--- src/rtl/fnd_pkg.sv ---
// Shared constants and types for the FND scan decoder: segment codes,
// digit-select codes, the frame FSM states and the decoded value width.
package fnd_pkg;

    localparam int VALUE_W = 14;

    // Active-low segment codes {dp,g,f,e,d,c,b,a} with dp forced off.
    localparam logic [7:0] SEG_0 = 8'hC0;
    localparam logic [7:0] SEG_1 = 8'hF9;
    localparam logic [7:0] SEG_2 = 8'hA4;
    localparam logic [7:0] SEG_3 = 8'hB0;
    localparam logic [7:0] SEG_4 = 8'h99;
    localparam logic [7:0] SEG_5 = 8'h92;
    localparam logic [7:0] SEG_6 = 8'h82;
    localparam logic [7:0] SEG_7 = 8'hF8;
    localparam logic [7:0] SEG_8 = 8'h80;
    localparam logic [7:0] SEG_9 = 8'h90;

    localparam logic [3:0] DIG_ONES  = 4'b1110;
    localparam logic [3:0] DIG_TENS  = 4'b1101;
    localparam logic [3:0] DIG_HUNDS = 4'b1011;
    localparam logic [3:0] DIG_THOUS = 4'b0111;

    typedef enum logic [1:0] {
        COLLECT,
        CONVERT,
        EMIT
    } fsm_state_t;

    function automatic logic dig_is_valid(input logic [3:0] dig);
        return (dig == DIG_ONES) || (dig == DIG_TENS) ||
               (dig == DIG_HUNDS) || (dig == DIG_THOUS);
    endfunction

endpackage

--- src/rtl/fnd_seg_decode.sv ---
// Combinational 7-segment pattern to BCD decoder; the decimal point is
// ignored and unknown patterns report bad with digit 0.
module fnd_seg_decode
    import fnd_pkg::*;
(
    input  logic [7:0] seg,
    output logic       bad,
    output logic [3:0] bcd
);

    always_comb begin
        bad = 1'b0;
        bcd = 4'd0;
        case (seg | 8'h80)
            SEG_0:   bcd = 4'd0;
            SEG_1:   bcd = 4'd1;
            SEG_2:   bcd = 4'd2;
            SEG_3:   bcd = 4'd3;
            SEG_4:   bcd = 4'd4;
            SEG_5:   bcd = 4'd5;
            SEG_6:   bcd = 4'd6;
            SEG_7:   bcd = 4'd7;
            SEG_8:   bcd = 4'd8;
            SEG_9:   bcd = 4'd9;
            default: bad = 1'b1;
        endcase
    end

endmodule

--- src/rtl/fnd_scan_decoder.sv ---
// Loopback monitor that rebuilds the 4-digit value shown on a multiplexed FND.
// Optional FND_DECODE_CHANGE_ONLY_EN suppresses o_valid for repeated values.
module fnd_scan_decoder
    import fnd_pkg::*;
#(
    parameter int SETTLE_CYC = 16
) (
    input  logic               clk,
    input  logic               reset,
    input  logic [3:0]         fnd_digit,
    input  logic [7:0]         fnd_data,
    output logic [VALUE_W-1:0] o_value,
    output logic               o_valid,
    output logic               o_err
);

    localparam logic [7:0] CAP_AT = 8'(SETTLE_CYC - 1);

    logic [3:0]         digit_p0, digit_p1;
    logic [7:0]         data_p0, data_p1;
    logic [7:0]         stab_cnt;
    logic               pair_same, cap_en;
    logic [3:0]         cap_mask;
    logic               dec_bad;
    logic [3:0]         dec_bcd;
    logic [3:0]         slot_bcd [4];
    logic [3:0]         slot_bad;
    logic [3:0]         col_mask;
    logic [3:0]         snap_bcd [4];
    logic [3:0]         snap_bad;
    logic               frame_take;
    fsm_state_t         state;
    logic [3:0]         frame_bcd [4];
    logic [3:0]         frame_bad;
    logic [VALUE_W-1:0] value_calc;
    logic               bad_any;

    function automatic logic [VALUE_W-1:0] bcd_to_bin(input logic [3:0] d3, input logic [3:0] d2,
                                                      input logic [3:0] d1, input logic [3:0] d0);
        logic [VALUE_W-1:0] thou, hund, tens;
        thou = VALUE_W'(d3) * VALUE_W'(1000);
        hund = VALUE_W'(d2) * VALUE_W'(100);
        tens = VALUE_W'(d1) * VALUE_W'(10);
        return thou + hund + tens + VALUE_W'(d0);
    endfunction

    // Stage p0/p1: input register and the previous registered pair for change detection
    always_ff @(posedge clk or negedge reset) begin
        if (!reset) begin
            digit_p0 <= '0;
            data_p0  <= '0;
            digit_p1 <= '0;
            data_p1  <= '0;
            stab_cnt <= '0;
        end else begin
            digit_p0 <= fnd_digit;
            data_p0  <= fnd_data;
            digit_p1 <= digit_p0;
            data_p1  <= data_p0;
            if (!pair_same)
                stab_cnt <= '0;
            else if (stab_cnt != 8'hFF)
                stab_cnt <= stab_cnt + 8'd1;
        end
    end

    // Capture fires only on the cycle the counter steps onto SETTLE_CYC; saturation blocks repeats.
    assign pair_same = (digit_p0 == digit_p1) && (data_p0 == data_p1);
    assign cap_en    = pair_same && (stab_cnt == CAP_AT) && dig_is_valid(digit_p0);
    assign cap_mask  = cap_en ? ~digit_p0 : 4'b0000;

    fnd_seg_decode u_seg_decode (
        .seg (data_p0),
        .bad (dec_bad),
        .bcd (dec_bcd)
    );

    // Slot contents as they will look after this edge, so a frame can close on its last capture.
    always_comb begin
        snap_bad = slot_bad;
        for (int i = 0; i < 4; i++) begin
            snap_bcd[i] = cap_mask[i] ? dec_bcd : slot_bcd[i];
            snap_bad[i] = cap_mask[i] ? dec_bad : slot_bad[i];
        end
    end

    assign frame_take = (state == COLLECT) && ((col_mask | cap_mask) == 4'b1111);

    always_ff @(posedge clk or negedge reset) begin
        if (!reset) begin
            for (int i = 0; i < 4; i++)
                slot_bcd[i] <= '0;
            slot_bad <= '0;
            col_mask <= '0;
        end else begin
            for (int i = 0; i < 4; i++)
                slot_bcd[i] <= snap_bcd[i];
            slot_bad <= snap_bad;
            col_mask <= frame_take ? 4'b0000 : (col_mask | cap_mask);
        end
    end

    // Frame FSM: snapshot, convert, emit
    always_ff @(posedge clk or negedge reset) begin
        if (!reset) begin
            state      <= COLLECT;
            for (int i = 0; i < 4; i++)
                frame_bcd[i] <= '0;
            frame_bad  <= '0;
            value_calc <= '0;
            bad_any    <= 1'b0;
            o_value    <= '0;
            o_valid    <= 1'b0;
            o_err      <= 1'b0;
        end else begin
            o_valid <= 1'b0;
            o_err   <= 1'b0;
            case (state)
                COLLECT: begin
                    if (frame_take) begin
                        for (int i = 0; i < 4; i++)
                            frame_bcd[i] <= snap_bcd[i];
                        frame_bad <= snap_bad;
                        state     <= CONVERT;
                    end
                end
                CONVERT: begin
                    value_calc <= bcd_to_bin(frame_bcd[3], frame_bcd[2], frame_bcd[1], frame_bcd[0]);
                    bad_any    <= |frame_bad;
                    state      <= EMIT;
                end
                EMIT: begin
                    if (bad_any) begin
                        o_err <= 1'b1;
                    end else begin
                        o_value <= value_calc;
`ifdef FND_DECODE_CHANGE_ONLY_EN
                        o_valid <= (value_calc != o_value);
`else
                        o_valid <= 1'b1;
`endif
                    end
                    state <= COLLECT;
                end
                default: state <= COLLECT;
            endcase
        end
    end

endmodule
--- config.mk ---
export PLATFORM = sky130hd
export DESIGN_NAME = fnd_scan_decoder
export DESIGN_NICKNAME = d
export VERILOG_FILES = /design/src/rtl/fnd_pkg.sv /design/src/rtl/fnd_seg_decode.sv /design/src/rtl/fnd_scan_decoder.sv
export SDC_FILE = /design/constraint.sdc
export NUM_CORES = 1
export LEC_CHECK = 0
export CORE_MARGIN = 4
export CORE_UTILIZATION = 50
export CTS_CLUSTER_DIAMETER = 120
export CTS_CLUSTER_SIZE = 14
export DETAILED_ROUTE_END_ITERATION = 12
export PLACE_DENSITY = 0.68
export SLEW_MARGIN = 20
export SYNTH_ARGS = -nofsm -noshare
export SYNTH_HDL_FRONTEND = slang
export SYNTH_HIERARCHICAL = 1
export SYNTH_SLANG_ARGS = --single-unit
--- constraint.sdc ---
create_clock -name clk -period 8.9 [get_ports clk]
set_clock_uncertainty 0.1 [all_clocks]
set_input_delay 0.89 -clock clk [delete_from_list [all_inputs] [get_ports clk]]
set_output_delay 0.89 -clock clk [all_outputs]
set_load 0.02 [all_outputs]
==> impl_metrics.yaml <==
run_status:
  run_status: "completed"
timing:
  rsz0062_at_grt: "false"
  finalCriticalPeriod_ns: 4.82
  period_share: 0.541
  relSlewSlack: 0.423
  tns_ns: 0
  finalHoldViolations: 0
  whs_ns: 0.301
  setup_viol: 0
  tightest_slew_ns: 0.865
  drv_slew: 0
  max_freq_mhz: 208
  setup_ws_ns: 4.08
clock_tree:
  ctsResizeCount: 0
  clk_latency_ns: 0.35
  postCtsHoldBufs: 0
  htreeDepth: 3
  clock-root-buffer: "clkbuf_16"
  post_cts_buffers: 0
  cts_tree: "built"
  path_clk_slew_ns: 0.08
  cts_buffers: 9
  clockBufferDepth: 2
  clock_sinks: 109
synth:
  synthArstFlopShare: 1.00
  netlist_top_cells_count: "109 x dfrtp_1, 51 x ha_1, 39 x inv_1"
  synth-seq-cells: 109
  syn_avg_cell_area_um2: 12.5
  yosysUniqueCellTypes: 59
  synth.top_cell.area_share: 0.461
  synthCells: 473
  synth-edff-count: 0
  synthTopCellsByArea: "dfrtp_1 46%, ha_1 11%, mux2_2 7.2%, fa_1 5.7%, mux2_4 4.6%"
  yosys_most_used_dff: "dfrtp_1"
  synth_area_um2: 5920
  synth_top_area_cell: "dfrtp_1"
  synth_most_common_cell: "dfrtp_1"
  synth_seq_area_share: 0.461
  synth_fp_nets: 555
  yosys_warnings: 6
critical_path:
  cp-end-kind: "flip-flop"
  arrival_ns: 4.91
  cp_max_fo: 7
  cp-start-kind: "flip-flop"
  r2r_end: "value_calc[12]"
  r2r_start: "frame_bcd[2]"
  worstPathRequired_ns: 8.99
  worst_r2r_path_depth: 16
  worstSetupPathType: "flip-flop to flip-flop"
  r2r_slack_ns: 4.08
drt:
  drtIter0Drc: 175
  drc: 0
  wire_per_inst_um: 14.4
  wirelength_um: 9400
  drtPass1Iterations: 5
  detail-route-antenna-nets: 0
  vias: 3458
  vias_per_cell: 5.30
placed_design:
  portBuffers: 29
  gp_routability_congestion: 0.844
  dp.cells: 636
  hpwl_um: 7050
  pre_cts_ws_ns: 4.10
  postPlaceCellArea_um2: 6310
global_route:
  grt_usage: 0.155
  grt_pass1_vias: 3407
  grt_antenna_before_repair: 0
  grt_start_max_net_pins: 63
  grt_first_pass_wirelength_um: 16700
  overflow: 0
die:
  die_area_um2: 13600
  core_area_um2: 11500
  fp.dieW_um: 117
  start_util: 0.514
  num_rows: 39
  die_height_um: 117
  pin_count: 30
hold_path:
  hold_start: "data_p0[7]"
  hold_end: "data_p1[7]"
  hold_class: "flip-flop to flip-flop"
  min_path_cells: 0
power:
  p_switching_mw: 0.219
  power_density_nw_per_um2: 140
  power_frac_seq: 0.547
  power.share.clock: 0.425
  p_int_mw: 0.710
  combPwrFrac: 0.028
  netSwitchingFraction: 0.236
  power_leakage_nw: 3.38
  vdd_drop_max_uv: 101
final_layout:
  drive_gt1_frac: 0.177
  fin_area_um2: 6620
  syn_to_final_growth_pct: 11.8
  fillCellCount: 949
  finalNonFillerCells: 652
  diodes: 0
  fin_nets: 586
flow_run:
  cap_violations: 0
-- cell usage in the layout, fill, tap and decap left out, drive strengths merged, types with 3 or more instances in the layout --
| master | instances |
|---|---|
| nor2b | 4 |
| o21bai | 3 |
| or3 | 4 |
| fa | 17 |
| inv | 43 |
| nor4 | 5 |
| nand3 | 9 |
| nor3b | 3 |
| a21o | 6 |
| nor3 | 11 |
| xor2 | 19 |
| clkdlybuf4s50 | 28 |
| xnor2 | 15 |
| nand4b | 3 |
| nand2 | 21 |
| o32ai | 3 |
| clkbuf | 9 |
| nand4 | 3 |
| o21ai | 20 |
| o21a | 4 |
| nor2 | 19 |
| mux2 | 58 |
| ha | 51 |
| a21oi | 10 |
| dfrtp | 109 |
-- layer usage --
layer,global-route usage,part of all wire,vias to the layer above
met5,0,0,-
met4,0.0466,0.014,0
met1,0.226,0.49,1686
met2,0.237,0.46,50
li1,-,-,1706
met3,0.0308,0.032,16
-- per-stage QoR --
step           total power [mW]  utilization
4_1_cts                   0.941        0.574
2_1_floorplan             0.526            -
6_report                  0.929        0.575
5_1_grt                   0.969        0.575
3_3_place_gp              0.543        0.548
3_5_place_dp              0.545        0.548
-- final cells by class --
| class | instances | area [um2] | area share |
|---|---|---|---|
| multi-input combinational | 314 | 2970 | 0.448 |
| sequential | 109 | 2730 | 0.412 |
| timing repair buffer | 30 | 295 | 0.0446 |
| clock buffer | 9 | 225 | 0.0340 |
| tap | 143 | 179 | 0.0270 |
| inverter | 40 | 150 | 0.0227 |
| clock inverter | 7 | 76.3 | 0.0115 |
-- logic make-up (layout without fill, tap and decap cells) --
kind of cell	after synthesis	after routing	synth area share
adder cells (fa/ha/maj)	68	68	0.165
multiplexers	60	60	0.125
AND/OR/NAND/NOR	92	92	0.0913
flip-flops	109	109	0.461
AO/OA/AOI/OAI	60	60	0.0672
buffers and inverters	50	86	0.0401
XOR/XNOR	34	34	0.0503
-- power by group through the flow --
stage          combinational (mW)  clock (mW)  sequential (mW)
2_1_floorplan              0.0110           0            0.515
3_3_place_gp               0.0260           0            0.517
3_5_place_dp               0.0269           0            0.518
4_1_cts                    0.0270       0.406            0.508
5_1_grt                    0.0300       0.430            0.509
6_report                   0.0260       0.395            0.508
-- worst max path at each step --
stage                 start        endpoint  slack [ns]
2_1_floorplan  frame_bcd[2]  value_calc[12]        4.38
3_3_place_gp   frame_bcd[2]  value_calc[12]        4.21
3_5_place_dp   frame_bcd[2]  value_calc[12]        4.10
4_1_cts        frame_bcd[2]  value_calc[12]        4.06
5_1_grt        frame_bcd[2]  value_calc[12]        3.83
6_report       frame_bcd[2]  value_calc[12]        4.08
-- flip-flops by register name, indices dropped and copies added, names as in the netlist --
register	count
state	2
digit_p1	4
data_p1	8
slot_bad	4
frame_bcd	16
stab_cnt	8
o_err	1
o_value	14
o_valid	1
data_p0	8
frame_bad	4
bad_any	1
col_mask	4
value_calc	14
slot_bcd	16
digit_p0	4
-- worst max-delay path, stage by stage (launching register included) --
cell,delay (ns)
dfrtp_1,0.48
fa_1,0.61
inv_1,0.10
fa_1,0.51
inv_1,0.04
ha_1,0.34
a21oi_1,0.18
xnor2_1,0.14
ha_1,0.25
ha_1,0.30
ha_1,0.35
a21o_1,0.21
a2111o_1,0.40
a41o_1,0.23
a21oi_1,0.18
xor2_1,0.15
o21ai_0,0.08
Power figures use the tool's default switching activity.
